**config.mk**
```make
export PLATFORM = sky130hd
export DESIGN_NAME = dpll_trail
export DESIGN_NICKNAME = d
export VERILOG_FILES = /design/src/rtl/dpll_trail_pkg.sv /design/src/rtl/dpll_trail_stack.sv /design/src/rtl/dpll_trail.sv
export SDC_FILE = /design/constraint.sdc
export NUM_CORES = 1
export LEC_CHECK = 0
export ABC_AREA = 1
export BUFFER_PORTS_ARGS = -buffer_cell sky130_fd_sc_hd__buf_2
export CAP_MARGIN = 20
export CORE_ASPECT_RATIO = 1.4
export CORE_UTILIZATION = 39
export CTS_CLUSTER_SIZE = 16
export DETAILED_ROUTE_END_ITERATION = 10
export RECOVER_POWER = 100
export SETUP_SLACK_MARGIN = 0.02
export SYNTH_ARGS = -nofsm -noshare
export SYNTH_HDL_FRONTEND = slang
export SYNTH_SLANG_ARGS = --single-unit
```
**constraint.sdc**
```tcl
create_clock -name clock -period 6 [get_ports clock]
set_input_delay 1.2 -clock clock [delete_from_list [all_inputs] [get_ports clock]]
set_output_delay 1.2 -clock clock [all_outputs]
set_load 0.005 [all_outputs]
```
**src/rtl/dpll_trail_pkg.sv**
```systemverilog
// Shared types for the DPLL assignment trail: literal and trail-entry records
// plus the FSM state encoding used by dpll_trail.
package common;

    localparam int VAR_W   = 8;
    localparam int ENTRY_W = VAR_W + 3;

    typedef enum logic [1:0] {
        IDLE,
        POP,
        DONE
    } trail_state_t;

    typedef struct packed {
        logic [VAR_W-1:0] vidx;
        logic             val;
    } lit_t;

    // A literal as stored on the trail, extended with its decision/flip history.
    typedef struct packed {
        logic [VAR_W-1:0] vidx;
        logic             val;
        logic             dec;
        logic             flipped;
    } trail_entry_t;

    localparam trail_entry_t zero_trail_entry = '0;

endpackage

```
**src/rtl/dpll_trail_stack.sv**
```systemverilog
// LIFO storage for trail entries with push, pop, in-place replace of the top
// entry and a combinational view of the current top.
module Stack_trail
    import common::*;
#(
    parameter int  DEPTH = 16,
    localparam int DW    = $clog2(DEPTH + 1)
) (
    input  logic               clock,
    input  logic               reset,
    input  logic               clear_i,
    input  logic               push_i,
    input  logic [ENTRY_W-1:0] push_entry_i,
    input  logic               pop_i,
    input  logic               replace_i,
    input  logic [ENTRY_W-1:0] replace_entry_i,
    output logic [ENTRY_W-1:0] front_o,
    output logic [DW-1:0]      count_o
);

    localparam int AW = (DEPTH > 1) ? $clog2(DEPTH) : 1;

    logic [ENTRY_W-1:0] mem_q [DEPTH];
    logic [DW-1:0]      count_q;
    logic [AW-1:0]      top_idx;
    logic [AW-1:0]      push_idx;
    logic               not_full;
    logic               not_empty;

    assign top_idx   = AW'(count_q - DW'(1));
    assign push_idx  = AW'(count_q);
    assign not_full  = (count_q != DW'(DEPTH));
    assign not_empty = (count_q != '0);

    always_ff @(posedge clock) begin
        if (reset || clear_i) begin
            count_q <= '0;
        end else if (push_i && not_full) begin
            count_q <= count_q + DW'(1);
        end else if (pop_i && not_empty) begin
            count_q <= count_q - DW'(1);
        end
    end

    // Entry storage carries no reset; the count alone defines which slots are live.
    always_ff @(posedge clock) begin
        if (push_i && not_full) begin
            mem_q[push_idx] <= push_entry_i;
        end else if (replace_i && not_empty) begin
            mem_q[top_idx] <= replace_entry_i;
        end
    end

    assign front_o = not_empty ? mem_q[top_idx] : zero_trail_entry;
    assign count_o = count_q;

endmodule

```
**src/rtl/dpll_trail.sv**
```systemverilog
// DPLL assignment trail: records pushed literals, tracks the partial model and
// performs chronological backtracking by flipping the most recent open decision.
module dpll_trail
    import common::*;
#(
    parameter int  NUM_VARS = 16,
    parameter int  DEPTH    = NUM_VARS,
    parameter int  CNT_W    = 16,
    localparam int VW       = $clog2(NUM_VARS + 1),
    localparam int DW       = $clog2(DEPTH + 1)
) (
    input  logic                clock,
    input  logic                reset,
    input  logic                clear,
    input  logic                push,
    input  logic [VW-1:0]       push_var,
    input  logic                push_val,
    input  logic                push_dec,
    input  logic                backtrack,
    output logic                busy,
    output logic                bt_done,
    output logic                bt_found,
    output logic [VW-1:0]       bt_var,
    output logic                bt_val,
    output logic                unsat,
    output logic                full,
    output logic                err,
    output logic [DW-1:0]       depth,
    output logic [DW-1:0]       level,
    output logic [NUM_VARS-1:0] assigned,
    output logic [NUM_VARS-1:0] model,
    output logic [CNT_W-1:0]    conflicts
);

    trail_state_t         state_q;
    logic                 busy_q;
    logic                 bt_done_q;
    logic                 bt_found_q;
    logic [VW-1:0]        bt_var_q;
    logic                 bt_val_q;
    logic                 unsat_q;
    logic                 err_q;
    logic [DW-1:0]        level_q;
    logic [NUM_VARS-1:0]  assigned_q;
    logic [NUM_VARS-1:0]  model_q;
    logic [CNT_W-1:0]     conflicts_q;

    logic [DW-1:0]        depth_w;
    logic [ENTRY_W-1:0]   front_raw;
    trail_entry_t         front;
    trail_entry_t         push_entry;
    trail_entry_t         replace_entry;
    logic [NUM_VARS-1:0]  push_mask;
    logic [NUM_VARS-1:0]  front_mask;
    logic                 push_legal;
    logic                 st_pop;
    logic                 st_replace;
    logic                 trail_empty;

    assign front       = trail_entry_t'(front_raw);
    assign trail_empty = (depth_w == '0);
    assign full        = (depth_w == DW'(DEPTH));

    assign push_mask  = NUM_VARS'(1) << (push_var - VW'(1));
    assign front_mask = NUM_VARS'(1) << (VW'(front.vidx) - VW'(1));

    assign push_entry    = '{vidx: VAR_W'(push_var), val: push_val, dec: push_dec, flipped: 1'b0};
    assign replace_entry = '{vidx: front.vidx, val: ~front.val, dec: 1'b0, flipped: 1'b1};

    // A push is only taken in IDLE when it does not collide with a backtrack request.
    always_comb begin
        push_legal = push && (state_q == IDLE) && !backtrack && !full
                     && (push_var != '0) && (push_var <= VW'(NUM_VARS))
                     && ((assigned_q & push_mask) == '0);
        st_pop     = 1'b0;
        st_replace = 1'b0;
        if (state_q == POP && !trail_empty) begin
            if (front.dec && !front.flipped) begin
                st_replace = 1'b1;
            end else begin
                st_pop = 1'b1;
            end
        end
    end

    Stack_trail #(
        .DEPTH(DEPTH)
    ) u_stack (
        .clock          (clock),
        .reset          (reset),
        .clear_i        (clear),
        .push_i         (push_legal),
        .push_entry_i   (push_entry),
        .pop_i          (st_pop),
        .replace_i      (st_replace),
        .replace_entry_i(replace_entry),
        .front_o        (front_raw),
        .count_o        (depth_w)
    );

    always_ff @(posedge clock) begin
        if (reset) begin
            state_q     <= IDLE;
            busy_q      <= 1'b0;
            bt_done_q   <= 1'b0;
            bt_found_q  <= 1'b0;
            bt_var_q    <= '0;
            bt_val_q    <= 1'b0;
            unsat_q     <= 1'b0;
            err_q       <= 1'b0;
            level_q     <= '0;
            assigned_q  <= '0;
            model_q     <= '0;
            conflicts_q <= '0;
        end else if (clear) begin
            state_q     <= IDLE;
            busy_q      <= 1'b0;
            bt_done_q   <= 1'b0;
            unsat_q     <= 1'b0;
            err_q       <= 1'b0;
            level_q     <= '0;
            assigned_q  <= '0;
            model_q     <= '0;
            conflicts_q <= '0;
        end else begin
            bt_done_q <= 1'b0;
            if (push && !push_legal) begin
                err_q <= 1'b1;
            end
            case (state_q)
                IDLE: begin
                    if (push_legal) begin
                        assigned_q <= assigned_q | push_mask;
                        model_q    <= push_val ? (model_q | push_mask) : (model_q & ~push_mask);
                        if (push_dec) begin
                            level_q <= level_q + DW'(1);
                        end
                    end
                    if (backtrack) begin
                        if (conflicts_q != '1) begin
                            conflicts_q <= conflicts_q + CNT_W'(1);
                        end
                        busy_q  <= 1'b1;
                        state_q <= POP;
                    end
                end
                POP: begin
                    if (backtrack) begin
                        err_q <= 1'b1;
                    end
                    if (trail_empty) begin
                        bt_found_q <= 1'b0;
                        bt_var_q   <= '0;
                        bt_val_q   <= 1'b0;
                        unsat_q    <= 1'b1;
                        state_q    <= DONE;
                    end else if (st_replace) begin
                        model_q    <= front.val ? (model_q & ~front_mask) : (model_q | front_mask);
                        level_q    <= level_q - DW'(1);
                        bt_found_q <= 1'b1;
                        bt_var_q   <= VW'(front.vidx);
                        bt_val_q   <= ~front.val;
                        state_q    <= DONE;
                    end else begin
                        assigned_q <= assigned_q & ~front_mask;
                    end
                end
                DONE: begin
                    if (backtrack) begin
                        err_q <= 1'b1;
                    end
                    bt_done_q <= 1'b1;
                    busy_q    <= 1'b0;
                    state_q   <= IDLE;
                end
                default: begin
                    state_q <= IDLE;
                end
            endcase
        end
    end

    assign busy      = busy_q;
    assign bt_done   = bt_done_q;
    assign bt_found  = bt_found_q;
    assign bt_var    = bt_var_q;
    assign bt_val    = bt_val_q;
    assign unsat     = unsat_q;
    assign err       = err_q;
    assign depth     = depth_w;
    assign level     = level_q;
    assign assigned  = assigned_q;
    assign model     = model_q;
    assign conflicts = conflicts_q;

endmodule

```
==> impl_table.tex, run 1 <==
\begin{tabular}{lr}
\hline
Metric & Value \\
\hline
\multicolumn{2}{l}{\textbf{GRT}} \\
\quad Pin count of the biggest net entering global routing & 63 \\
\quad Wire length of the first global-routing pass & 41.3 mm \\
\quad Met3 capacity usage during global routing & 2.99\% \\
\quad Tot GR Track Use & 21.6\% \\
\quad Via count of the first global-routing pass & 7,554 \\
\quad Layer with the highest usage after global routing & met2 \\
\quad Antenna violations before repair & 0 \\
\quad Met1 routing resource usage after global routing & 24.6\% \\
\quad Met2 Usage GRT & 38.4\% \\
\quad Sum of overflow across all layers after global routing & 0 \\
\multicolumn{2}{l}{\textbf{CTS}} \\
\quad TritonCTS clock tree & built \\
\quad CTS H-tree lvls & 4 \\
\quad Clock transition at path regs & 80 ps \\
\quad Number of buffers on the longest clock path & 2 \\
\quad CTS Root Cell & sky130\_fd\_sc\_hd\_\_clkbuf\_16 \\
\quad Number of hold buffers added after CTS & 0 \\
\quad Clock latency at the later pin of the worst-skew pair & 450 ps \\
\quad Total CTS buffers & 17 \\
\quad Clock Sinks & 199 \\
\quad Buffers inserted by post-CTS timing repair & 0 \\
\quad Count of cells resized by post-cts repair & 0 \\
\multicolumn{2}{l}{\textbf{Detailed routing}} \\
\quad Wirelength, routed & 26.8 mm \\
\quad Detailed-routing iteration count for the pre-antenna-repair pass & 5 \\
\quad Routed wirelength normalized by instance count & 17.7 um \\
\quad Number of antenna-violating nets in the routed design & 0 \\
\quad Via/cell ratio & 5.20 \\
\quad Number of DRC markers after the initial detailed-route iteration & 601 \\
\quad Total vias in the final route & 7,857 \\
\quad Remaining design rule violation count & 0 \\
\multicolumn{2}{l}{\textbf{Layout}} \\
\quad Most common cell after layout, fill and taps aside & sky130\_fd\_sc\_hd\_\_nand2\_1 \\
\quad Net count reported at finish & 1,207 \\
\quad Non-filler cells, final & 1,512 \\
\quad Fillcell total & 2,442 \\
\quad Fraction of final layout cells with drive strength greater than 1 & 11.5\% \\
\quad Syn-to-layout area delta & 11.9\% \\
\quad Leading cell types in the layout, fill and taps excluded & 275 x sky130\_fd\_sc\_hd\_\_nand2\_1, 133 x sky130\_fd\_sc\_hd\_\_nor2\_1, 128 x sky130\_fd\_sc\_hd\_\_edfxtp\_1 \\
\quad Ant. Diodes & 0 \\
\multicolumn{2}{l}{\textbf{Setup path}} \\
\quad Start-to-end type of the worst setup path & reg -> reg \\
\quad Flop-to-flop setup slack & 1210 ps \\
\quad Largest driver fanout on the critical path & 30 \\
\quad Arr. time, crit path & 4860 ps \\
\quad Critical Path Start Type & flop \\
\quad Kind of end point of the critical path & flop \\
\quad CP required & 6070 ps \\
\multicolumn{2}{l}{\textbf{Run}} \\
\quad Number of max-cap violations & 1 \\
\multicolumn{2}{l}{\textbf{Timing}} \\
\quad Post-layout min period & 4790 ps \\
\quad Tightest Pin Transition & 2050 ps \\
\quad Final number of setup-violating endpoints & 0 \\
\quad Final-layout worst hold slack & 465 ps \\
\quad Setup repair after global routing missed its margin & false \\
\quad Worst clock skew & 12.6 ps \\
\quad Total negative setup slack & 0 ps \\
\quad Ratio of final minimum period to clock period & 79.8\% \\
\quad Final Hold Vio Count & 0 \\
\quad Max\_slew headroom & -36.6\% \\
\quad Slew Limit Fails & 48 \\
\quad Maximum clock frequency & 0.209 GHz \\
\multicolumn{2}{l}{\textbf{Min path}} \\
\quad Worst min-delay path class & reg -> reg \\
\multicolumn{2}{l}{\textbf{Synth}} \\
\quad Cell type with the highest aggregate area in the netlist & sky130\_fd\_sc\_hd\_\_edfxtp\_1 \\
\quad Syn Inst Count & 1,110 \\
\quad Warning count from the yosys run & 0 \\
\quad Main combinational cell family by area after synthesis & simple AND/OR/NAND/NOR gates \\
\quad Mapped cell area & 0.00971 sq mm \\
\quad Register area share after synthesis & 54.2\% \\
\quad Fraction of the mapped netlist area in simple logic gates & 27.6\% \\
\quad Average instance area after synthesis & 8.75 sq um \\
\quad Number of storage elements in the synthesis netlist & 199 \\
\quad Predominant post-synthesis flop cell & sky130\_fd\_sc\_hd\_\_edfxtp\_1 \\
\quad Portion of netlist area occupied by mux cells & 0\% \\
\quad Top post-synthesis cells by area & sky130\_fd\_sc\_hd\_\_edfxtp\_1 40\%, sky130\_fd\_sc\_hd\_\_dfxtp\_1 15\%, sky130\_fd\_sc\_hd\_\_nand2\_1 10\% \\
\quad Compound-Gate Fraction of Synth Area & 8.76\% \\
\quad Arithmetic-cell share of the synthesized area counting full adders, half adders and majority gates & 1.49\% \\
\quad Number of enable-type register cells in the synthesized netlist & 128 \\
\quad Fraction of registers with async set/reset & 0\% \\
\quad Net Count, Synth & 1,133 \\
\quad Count of unique library cells instantiated by Yosys & 48 \\
\quad Share of the synthesized area in the top cell type & 39.6\% \\
\quad Xor-xnor portion of the synthesized cell area & 0.824\% \\
\multicolumn{2}{l}{\textbf{Power}} \\
\quad Power density cells & 264 mW/mm\^{}2 \\
\quad Worst-case vdd ir drop & 0.000207 V \\
\quad Leakage power total & 4.21 nW \\
\multicolumn{2}{l}{\textbf{Outcome}} \\
\quad Violations in the final reports & capacitance limit, slew limit \\
\quad Run status & complete, but fails checks \\
\multicolumn{2}{l}{\textbf{Floorplan}} \\
\quad Die Ht & 189 um \\
\quad IO Count & 82 \\
\quad Starting density of the core & 39.5\% \\
\quad Area of the core & 0.0246 sq mm \\
\quad Die Outline Area & 0.0256 sq mm \\
\quad Num rows & 68 \\
\quad Die W & 135 um \\
\multicolumn{2}{l}{\textbf{Placement}} \\
\quad Instance count after placement with tap cells included & 1,479 \\
\quad Buffers on Ports & 81 \\
\quad Detail Placement HPWL & 18.9 mm \\
\quad RePlAce Congestion & 0.909 \\
\hline
\end{tabular}
registers in the layout, indices dropped and copies added (netlist names), named ones only:
register / cells
u_stack.count_o: 5
bt_done: 1
level: 5
err: 1
bt_val: 1
bt_found: 1
state_q: 2
u_stack.mem_q: 128
bt_var: 5
busy: 1
conflicts: 16
unsat: 1
assigned: 16
cell families after synthesis:
logic type,after synthesis
AND/OR/NAND/NOR,594
flip-flops,199
AO/OA/AOI/OAI,150
buffers and inverters,149
adder cells (fa/ha/maj),11
XOR/XNOR,7
worst max-delay path, stage by stage, from the launching register on:
cell,delay (ps)
sky130_fd_sc_hd__dfxtp_1,340
sky130_fd_sc_hd__inv_4,270
sky130_fd_sc_hd__ha_1,290
sky130_fd_sc_hd__nand2_1,110
sky130_fd_sc_hd__nand2_4,270
sky130_fd_sc_hd__clkinvlp_2,740
sky130_fd_sc_hd__o221ai_1,360
sky130_fd_sc_hd__nand3_1,150
sky130_fd_sc_hd__nand3_1,170
sky130_fd_sc_hd__nand2_1,140
sky130_fd_sc_hd__nor2_4,140
sky130_fd_sc_hd__nand2_2,300
sky130_fd_sc_hd__nand2_1,180
sky130_fd_sc_hd__o21ai_2,90
sky130_fd_sc_hd__inv_1,110
sky130_fd_sc_hd__nand2_1,130
sky130_fd_sc_hd__nor2_1,590
routing by layer:
metal	share of wire, %	wire (um)
met2	51	13800
met1	41	10900
met3	3.9	1050
met5	0	0
met4	4.0	1080
area by class of cell:
class / instances / area [sq um] / area share (%)
clock buffer: 19 / 433 / 3.98
clock inverter: 13 / 186 / 1.72
inverter: 107 / 405 / 3.73
multi-input combinational: 762 / 3720 / 34.2
sequential: 199 / 5270 / 48.4
tap: 315 / 394 / 3.63
timing repair buffer: 97 / 463 / 4.26
worst paths after layout:
check,endpoint,from,depth (start not counted)
hold reg to reg,unsat,unsat,1
setup reg to reg,u_stack.mem_q[3][5],u_stack.count_o[0],16
hold / removal,unsat,unsat,1
setup / recovery,u_stack.mem_q[3][5],u_stack.count_o[0],16
synthesized netlist by cell type (2+ instances only):
cell type,instances
sky130_fd_sc_hd__nor2_4,4
sky130_fd_sc_hd__nand2_2,17
sky130_fd_sc_hd__nand2_4,2
sky130_fd_sc_hd__nand3_2,12
sky130_fd_sc_hd__nand4_1,21
sky130_fd_sc_hd__inv_2,15
sky130_fd_sc_hd__buf_1,3
sky130_fd_sc_hd__nand3b_1,2
sky130_fd_sc_hd__ha_1,10
sky130_fd_sc_hd__inv_1,85
sky130_fd_sc_hd__nor2_2,2
sky130_fd_sc_hd__nor3_2,2
sky130_fd_sc_hd__buf_2,16
sky130_fd_sc_hd__o21ai_2,4
sky130_fd_sc_hd__o22ai_1,9
sky130_fd_sc_hd__nand2_1,267
sky130_fd_sc_hd__o221ai_1,8
sky130_fd_sc_hd__or2_2,2
sky130_fd_sc_hd__edfxtp_1,128
sky130_fd_sc_hd__nor3_1,14
sky130_fd_sc_hd__o21ai_0,64
sky130_fd_sc_hd__dfxtp_1,71
sky130_fd_sc_hd__a31oi_1,2
sky130_fd_sc_hd__o21ai_1,4
sky130_fd_sc_hd__buf_6,12
sky130_fd_sc_hd__o21a_1,3
sky130_fd_sc_hd__a211oi_1,2
sky130_fd_sc_hd__a21oi_1,48
sky130_fd_sc_hd__clkinv_1,5
sky130_fd_sc_hd__nor3b_1,2
sky130_fd_sc_hd__xor2_1,5
sky130_fd_sc_hd__o211ai_1,4
sky130_fd_sc_hd__nand3_1,109
sky130_fd_sc_hd__buf_4,5
sky130_fd_sc_hd__nor2_1,132
sky130_fd_sc_hd__clkbuf_1,6
sky130_fd_sc_hd__inv_4,2
per-stage QoR:
stage | utilization, % | setup WS, ps | instance area [sq um] | total power [mW]
after detailed placement | 42.1 | 1600 | 10400 | 1.69
after global routing | 44.2 | 849 | 10900 | 2.96
after CTS | 44.6 | 2000 | 11000 | 2.89
after floorplan | - | 2430 | 9710 | 1.63
final | 44.2 | 1210 | 10900 | 2.87
after global placement | 42.1 | 1650 | 10400 | 1.69
power breakdown:
group	leakage (nW)	switching [mW]	internal (mW)
clock network	0.297	0.547	0.671
logic	2.18	0.144	0.0476
registers	1.73	0.00526	1.46
(Power assumes the default switching activity.)
==> run 2: changes to the inputs <==
==> constraint.sdc (replaced) <==
create_clock -name clock -period 4.1 [get_ports clock]
set_input_delay 0.82 -clock clock [delete_from_list [all_inputs] [get_ports clock]]
set_output_delay 0.82 -clock clock [all_outputs]
set_load 0.005 [all_outputs]
==> run 2 against run 1 <==
Against the previous run: the run still ends with capacitance limit, slew limit left; power up 40%; critical endpoint is now level[4]; critical path depth down 7; sequential share of layout area up 0.056 points; register-to-register slack worse by 810 ps; utilization about the same; largest cell class unchanged; clock skew down 2.5 ps; sequential power up 46%; via count up 0.59%; first-iteration DRC count down 1.5%; critical path type unchanged.
==> impl_table.tex, run 2 (synthesized netlist as in run 1, its figures left out) <==
\begin{tabular}{lr}
\hline
Metric & Value \\
\hline
\multicolumn{2}{l}{\textbf{Outcome}} \\
\quad Run status & complete, but fails checks \\
\quad Violations in the final reports & capacitance limit, slew limit \\
\multicolumn{2}{l}{\textbf{Timing}} \\
\quad Tightest Pin Transition & 2030 ps (-19.3 ps) \\
\quad Maximum clock frequency & 0.270 GHz (+29\%) \\
\quad Post-layout min period & 3700 ps (-1090 ps) \\
\quad Setup repair after global routing missed its margin & false \\
\quad Post-layout worst setup margin & 400 ps (-813 ps) \\
\quad Worst clock skew & 10.1 ps (-2.55 ps) \\
\quad Ratio of final minimum period to clock period & 90.2\% (+10 points) \\
\quad Final Hold Vio Count & 0 (unchanged) \\
\quad Total negative setup slack & 0 ps (unchanged) \\
\quad Max\_slew headroom & -35.3\% (+1.3 points) \\
\quad Final-layout worst hold slack & 466 ps (+1.31 ps) \\
\quad Final number of setup-violating endpoints & 0 (unchanged) \\
\quad Slew Limit Fails & 47 (-2.1\%) \\
\multicolumn{2}{l}{\textbf{Setup path}} \\
\quad CP required & 4450 ps (-1620 ps) \\
\quad Slowest cell on the critical path & sky130\_fd\_sc\_hd\_\_clkbuf\_1 \\
\quad Largest driver fanout on the critical path & 24 (-20\%) \\
\quad Most common cell on crit path & sky130\_fd\_sc\_hd\_\_inv\_1 \\
\quad Worst reg2reg startpoint & state\_q[1] \\
\quad Arr. time, crit path & 4050 ps (-810 ps) \\
\quad Critical Path Start Type & flop \\
\quad Start-to-end type of the worst setup path & reg -> reg \\
\quad Kind of end point of the critical path & flop \\
\quad CP Cell Sequence & inv\_1 > ha\_1 > clkbuf\_1 > inv\_1 > fa\_1 > o21ai\_0 > xor2\_1 > nand3\_1 > a21oi\_1 \\
\quad Largest stage delay, worst path & 960 ps (+220 ps) \\
\quad Setup crit start & state\_q[1] \\
\multicolumn{2}{l}{\textbf{Floorplan}} \\
\quad Area of the core & 0.0246 sq mm (unchanged) \\
\quad Die W & 135 um (unchanged) \\
\quad Num rows & 68 (unchanged) \\
\quad Die Outline Area & 0.0256 sq mm (unchanged) \\
\quad IO Count & 82 (unchanged) \\
\quad Die Ht & 189 um (unchanged) \\
\quad Starting density of the core & 39.5\% (unchanged) \\
\multicolumn{2}{l}{\textbf{GRT}} \\
\quad Wire length of the first global-routing pass & 42.2 mm (+2.1\%) \\
\quad Tot GR Track Use & 22.1\% (+0.60 points) \\
\quad Via count of the first global-routing pass & 7,638 (+1.1\%) \\
\quad Sum of overflow across all layers after global routing & 0 (unchanged) \\
\quad Pin count of the biggest net entering global routing & 63 (unchanged) \\
\quad Antenna violations before repair & 0 (unchanged) \\
\multicolumn{2}{l}{\textbf{Power}} \\
\quad Internal power of the cells & 3.00 mW (+38\%) \\
\quad Net Switching & 1.02 mW (+46\%) \\
\quad Power density cells & 370 mW/mm\^{}2 (+40\%) \\
\quad Leakage power total & 4.17 nW (-0.89\%) \\
\quad Sw Share & 25.3\% (+1.1 points) \\
\quad Flop pwr share & 53.4\% (+2.4 points) \\
\quad Worst-case vdd ir drop & 0.000258 V (+25\%) \\
\quad Clock network fraction of design power & 39.4\% (-3.0 points) \\
\quad Share of power burned in combinational logic & 7.2\% (+0.5 points) \\
\quad Sum of internal, switching and leakage power & 4.01 mW (+40\%) \\
\multicolumn{2}{l}{\textbf{CTS}} \\
\quad Count of cells resized by post-cts repair & 0 (unchanged) \\
\quad Total CTS buffers & 17 (unchanged) \\
\quad Number of buffers on the longest clock path & 2 (unchanged) \\
\quad CTS H-tree lvls & 4 (unchanged) \\
\quad TritonCTS clock tree & built \\
\quad Clock transition at path regs & 80 ps (about the same) \\
\quad Buffers inserted by post-CTS timing repair & 0 (unchanged) \\
\quad CTS Root Cell & sky130\_fd\_sc\_hd\_\_clkbuf\_16 \\
\quad Clock Sinks & 199 (unchanged) \\
\quad Clock latency at the later pin of the worst-skew pair & 440 ps (about the same) \\
\quad Number of hold buffers added after CTS & 0 (unchanged) \\
\multicolumn{2}{l}{\textbf{Detailed routing}} \\
\quad Via/cell ratio & 5.18 (-0.34\%) \\
\quad Total vias in the final route & 7,903 (+0.59\%) \\
\quad Remaining design rule violation count & 0 (unchanged) \\
\quad Number of antenna-violating nets in the routed design & 0 (unchanged) \\
\quad Routed wirelength normalized by instance count & 17.9 um (+1.0\%) \\
\quad Wirelength, routed & 27.3 mm (+2.0\%) \\
\quad Number of DRC markers after the initial detailed-route iteration & 592 (-1.5\%) \\
\quad Detailed-routing iteration count for the pre-antenna-repair pass & 5 (unchanged) \\
\multicolumn{2}{l}{\textbf{Min path}} \\
\quad Worst min-delay path class & reg -> reg \\
\quad Hold\_sp & unsat \\
\multicolumn{2}{l}{\textbf{Placement}} \\
\quad Cell area after placement & 0.0105 sq mm (+1.1\%) \\
\quad Detail Placement HPWL & 19.5 mm (+3.2\%) \\
\quad Placement Setup Slack & 503 ps (-1100 ps) \\
\quad RePlAce Congestion & 0.932 (+2.5\%) \\
\quad Instance count after placement with tap cells included & 1,495 (+1.1\%) \\
\quad Buffers on Ports & 81 (unchanged) \\
\multicolumn{2}{l}{\textbf{Layout}} \\
\quad Fillcell total & 2,453 (+0.45\%) \\
\quad Non-filler cells, final & 1,526 (+0.93\%) \\
\quad Net count reported at finish & 1,222 (+1.2\%) \\
\quad Area taken by flip-flops and latches & 0.00527 sq mm (about the same) \\
\quad Core Util, Final & 44.2\% (about the same) \\
\quad Fraction of final layout cells with drive strength greater than 1 & 12.1\% (+0.61 points) \\
\quad Flip-flop count of the largest register after layout & 128 (unchanged) \\
\quad Combined area of the multi-input logic cells & 0.00373 sq mm (+0.30\%) \\
\quad Syn-to-layout area delta & 11.8\% (about the same) \\
\quad Register with the most flip-flops & u\_stack.mem\_q \\
\quad Leading cell types in the layout, fill and taps excluded & 267 x sky130\_fd\_sc\_hd\_\_nand2\_1, 131 x sky130\_fd\_sc\_hd\_\_nor2\_1, 128 x sky130\_fd\_sc\_hd\_\_edfxtp\_1 \\
\quad Fin area & 0.0109 sq mm (about the same) \\
\quad Ant. Diodes & 0 (unchanged) \\
\quad Most common cell after layout, fill and taps aside & sky130\_fd\_sc\_hd\_\_nand2\_1 \\
\multicolumn{2}{l}{\textbf{Run}} \\
\quad Number of max-cap violations & 1 (unchanged) \\
\hline
\end{tabular}
## run 2: cell count changes in the layout (fill, tap and decap cells not counted), sizes merged
cell | previous run | this run
clkbuf | 57 | 77
buf | 59 | 52
bufinv | 3 | 0
clkinv | 8 | 11
inv | 106 | 107
## run 2: critical path: cells and delay by family, from the launching register on
kind | cells | cell delay, ps
XOR/XNOR | 1 | 170
buffers and inverters | 3 | 1630
flip-flops | 1 | 320
AND/OR/NAND/NOR | 1 | 90
AO/OA/AOI/OAI | 2 | 400
adder cells (fa/ha/maj) | 2 | 970
## run 2: per-layer routing
metal | vias to the layer above | GRT usage (%) | wire (um) | share of wire, %
met5 | - | 0 | 0 | 0
met4 | 0 | 10.9 | 1030 | 3.8
met3 | 58 | 3.50 | 1090 | 4.0
met2 | 218 | 40.0 | 14400 | 53
met1 | 3723 | 24.9 | 10900 | 40
li1 | 3904 | - | - | -
## run 2: worst paths after layout
check,endpoint,slack [ps],depth (start not counted)
setup / recovery,level[4],400,9
hold / removal,unsat,470,1
setup reg to reg,level[4],400,9
hold reg to reg,unsat,470,1
## run 2: layout make-up
| type | instances | area share (%) |
|---|---|---|
| flip-flops and latches | 199 | 48.5 |
| multi-input cells | 762 | 34.4 |
| repair buffers | 112 | 4.74 |
| clock buffers | 17 | 3.92 |
| inverters | 107 | 3.74 |
| well taps | 315 | 3.63 |
| clock inverters | 14 | 1.09 |
## run 2: power groups by stage
| stage | Combinational, mW | Clock (mW) | Sequential [mW] |
|---|---|---|---|
| after floorplan | 0.196 | 0 | 2.19 |
| after global placement | 0.291 | 0 | 2.19 |
| after detailed placement | 0.294 | 0 | 2.19 |
| after CTS | 0.294 | 1.62 | 2.14 |
| after global routing | 0.318 | 1.69 | 2.15 |
| final | 0.288 | 1.58 | 2.14 |
==> run 3: changes to the inputs <==
--- a/config.mk
+++ b/config.mk
@@ -12,6 +12,7 @@
 export CORE_UTILIZATION = 39
 export CTS_CLUSTER_SIZE = 16
 export DETAILED_ROUTE_END_ITERATION = 10
+export GPL_TIMING_DRIVEN = 0
 export RECOVER_POWER = 100
 export SETUP_SLACK_MARGIN = 0.02
 export SYNTH_ARGS = -nofsm -noshare
==> constraint.sdc (replaced) <==
create_clock -name clock -period 3.3 [get_ports clock]
set_input_delay 0.66 -clock clock [delete_from_list [all_inputs] [get_ports clock]]
set_output_delay 0.66 -clock clock [all_outputs]
set_load 0.005 [all_outputs]
==> run 3 against run 2 <==
Against the previous run: the run now ends clean; highest routed layer unchanged; non-clock buffer count grew 41; fmax grew 15%; first-iteration DRC count rose by 10%; combinational power up 38%.
==> impl_table.tex, run 3 (synthesized netlist as in run 1, its figures left out) <==
\begin{tabular}{lr}
\hline
Metric & Value \\
\hline
\multicolumn{2}{l}{\textbf{Detailed routing}} \\
\quad Remaining design rule violation count & 0 (unchanged) \\
\quad Number of antenna-violating nets in the routed design & 0 (unchanged) \\
\quad Wirelength, routed & 29.3 mm (+7.2\%) \\
\quad Detailed-routing iteration count for the pre-antenna-repair pass & 5 (unchanged) \\
\quad Total vias in the final route & 8,206 (+3.8\%) \\
\quad Number of DRC markers after the initial detailed-route iteration & 653 (+10\%) \\
\quad Via/cell ratio & 5.23 (+1.1\%) \\
\quad Routed wirelength normalized by instance count & 18.7 um (+4.4\%) \\
\multicolumn{2}{l}{\textbf{Layout}} \\
\quad Net count reported at finish & 1,263 (+3.4\%) \\
\quad Fraction of final layout cells with drive strength greater than 1 & 18.1\% (+6.0 points) \\
\quad Register with the most flip-flops & u\_stack.mem\_q \\
\quad Most common cell after layout, fill and taps aside & sky130\_fd\_sc\_hd\_\_nand2\_1 \\
\quad Core Util, Final & 47.3\% (+3.1 points) \\
\quad Syn-to-layout area delta & 19.6\% \\
\quad Flip-flop count of the largest register after layout & 128 (unchanged) \\
\quad Non-filler cells, final & 1,568 (+2.8\%) \\
\quad Fin area & 0.0116 sq mm (+7.0\%) \\
\quad Ant. Diodes & 0 (unchanged) \\
\quad Leading cell types in the layout, fill and taps excluded & 266 x sky130\_fd\_sc\_hd\_\_nand2\_1, 128 x sky130\_fd\_sc\_hd\_\_edfxtp\_1, 121 x sky130\_fd\_sc\_hd\_\_nor2\_1 \\
\multicolumn{2}{l}{\textbf{Placement}} \\
\quad RePlAce Congestion & 0.978 (+5.0\%) \\
\quad Detail Placement HPWL & 20.4 mm (+4.3\%) \\
\quad Cell area after placement & 0.0106 sq mm (+0.79\%) \\
\quad Instance count after placement with tap cells included & 1,509 (+0.94\%) \\
\quad Buffers on Ports & 78 (-3.7\%) \\
\multicolumn{2}{l}{\textbf{GRT}} \\
\quad Sum of overflow across all layers after global routing & 0 (unchanged) \\
\quad Via count of the first global-routing pass & 7,763 (+1.6\%) \\
\quad Wire length of the first global-routing pass & 43.8 mm (+3.8\%) \\
\quad Pin count of the biggest net entering global routing & 21 (-67\%) \\
\quad Antenna violations before repair & 0 (unchanged) \\
\quad Tot GR Track Use & 23.2\% (+1.1 points) \\
\multicolumn{2}{l}{\textbf{Floorplan}} \\
\quad Die Ht & 189 um (unchanged) \\
\quad Die Outline Area & 0.0256 sq mm (unchanged) \\
\quad Die W & 135 um (unchanged) \\
\quad IO Count & 82 (unchanged) \\
\quad Starting density of the core & 39.5\% (unchanged) \\
\quad Num rows & 68 (unchanged) \\
\quad Area of the core & 0.0246 sq mm (unchanged) \\
\multicolumn{2}{l}{\textbf{Setup path}} \\
\quad Slowest cell on the critical path & sky130\_fd\_sc\_hd\_\_dfxtp\_4 \\
\quad CP required & 3460 ps (-990 ps) \\
\quad Start-to-end type of the worst setup path & reg -> reg \\
\quad Kind of end point of the critical path & flop \\
\quad Buffers \& Inverters on Critical Path & 8 (+5) \\
\quad Arr. time, crit path & 3380 ps (-670 ps) \\
\quad Critical Path Start Type & flop \\
\quad Worst reg2reg startpoint & u\_stack.count\_o[0] \\
\quad Largest stage delay, worst path & 360 ps (-600 ps) \\
\quad Most common cell on crit path & sky130\_fd\_sc\_hd\_\_buf\_8 \\
\quad Largest driver fanout on the critical path & 10 (-58\%) \\
\quad Setup crit start & u\_stack.count\_o[0] \\
\quad Family of cells with the greatest summed delay on the critical path & buffers and inverters \\
\quad CP Cell Sequence & buf\_8 > inv\_6 > buf\_12 > ha\_2 > inv\_4 > buf\_8 > nand3\_1 > nand3\_2 > nand2\_4 > nor2\_4 > nand2\_4 > buf\_8 > nand2\_1 > o21ai\_2 > inv\_2 > nand3\_4 > nor2\_2 > buf\_12 \\
\multicolumn{2}{l}{\textbf{CTS}} \\
\quad Total CTS buffers & 17 (unchanged) \\
\quad Clock latency at the later pin of the worst-skew pair & 450 ps (about the same) \\
\quad TritonCTS clock tree & built \\
\quad Clock transition at path regs & 70 ps (about the same) \\
\quad CTS Root Cell & sky130\_fd\_sc\_hd\_\_clkbuf\_16 \\
\quad Clock Sinks & 199 (unchanged) \\
\quad Number of hold buffers added after CTS & 0 (unchanged) \\
\quad Number of buffers on the longest clock path & 2 (unchanged) \\
\quad CTS H-tree lvls & 4 (unchanged) \\
\multicolumn{2}{l}{\textbf{Timing}} \\
\quad Ratio of final minimum period to clock period & 97.6\% (+7.4 points) \\
\quad Final-layout worst hold slack & 485 ps (+18.7 ps) \\
\quad Final Hold Vio Count & 0 (unchanged) \\
\quad Final number of setup-violating endpoints & 0 (unchanged) \\
\quad Worst clock skew & 11.9 ps (+1.84 ps) \\
\quad Slew Limit Fails & 0 (-100\%) \\
\quad Max\_slew headroom & 50.4\% (+86 points) \\
\quad Tightest Pin Transition & 742 ps (-1290 ps) \\
\quad Post-layout min period & 3220 ps (-478 ps) \\
\quad Maximum clock frequency & 0.310 GHz (+15\%) \\
\quad Setup repair after global routing missed its margin & false \\
\multicolumn{2}{l}{\textbf{Power}} \\
\quad Worst-case vdd ir drop & 0.000358 V (+39\%) \\
\quad Leakage power total & 4.53 nW (+8.8\%) \\
\quad Power density cells & 440 mW/mm\^{}2 (+19\%) \\
\quad Sum of internal, switching and leakage power & 5.11 mW (+27\%) \\
\multicolumn{2}{l}{\textbf{Outcome}} \\
\quad Run status & complete, no violations \\
\multicolumn{2}{l}{\textbf{Min path}} \\
\quad Worst min-delay path class & reg -> reg \\
\multicolumn{2}{l}{\textbf{Run}} \\
\quad Number of max-cap violations & 0 (-1) \\
\hline
\end{tabular}
-- run 3: changes by cell type in the layout (fill, tap and decap cells not counted), moves of 8 or more --
cell                       change
sky130_fd_sc_hd__buf_4         +8
sky130_fd_sc_hd__buf_2        +16
sky130_fd_sc_hd__buf_12        +8
sky130_fd_sc_hd__nor2_1       -10
sky130_fd_sc_hd__buf_6        +10
sky130_fd_sc_hd__clkbuf_1     -15
-- run 3: final cells by class --
type | instances | area [sq um]
Timing Repair Buffer | 112 | 714
Sequential cell | 199 | 5270
Multi-Input combinational cell | 762 | 3950
Inverter | 107 | 420
Clock inverter | 14 | 138
Fill cell | 2402 | 13000
Clock buffer | 18 | 429
Buffer | 41 | 305
Tap cell | 315 | 394
-- run 3: worst paths after layout --
check                        end  slack, ps  depth (start not counted)
min                         flop        480                          2
max reg2reg  u_stack.mem_q[2][5]         80                         18
min reg2reg                 flop        480                          2
max          u_stack.mem_q[2][5]         80                         18
-- run 3: worst min-delay path: stages, from the launching register on --
cell and delay (ps):
sky130_fd_sc_hd__dfxtp_1 330, sky130_fd_sc_hd__nor2_1 50, sky130_fd_sc_hd__nor2_1 80
-- run 3: layer usage --
metal  GRT usage (%)  vias up  routed length, um
met5               0        -                  0
met4            11.3        0               1080
met3            3.82       62               1360
met2            42.1      270              15400
met1            25.9     3879              11400
li1                -     3995                  -
-- run 3: per-stage QoR --
stage,setup WS [ps],TNS (ps)
floorplan,51.5,0
finish,78.8,0
global placement,-1420,-250700
detailed placement,-991,-145530
global route,6.72,0
CTS,30.9,0
-- run 3: repair_timing --
action | in CTS | in global routing
resized for setup | 58 | 24
gates cloned | 0 | 2
pin swaps | 19 | 13
endpoints found under the setup margin | 279 | 142
buffers inserted | 23 | 3
-- run 3: where the power goes --
group / internal (mW) / switching (mW)
Combinational: 0.111 / 0.285
Sequential: 2.65 / 0.0102
Clock: 1.06 / 0.995
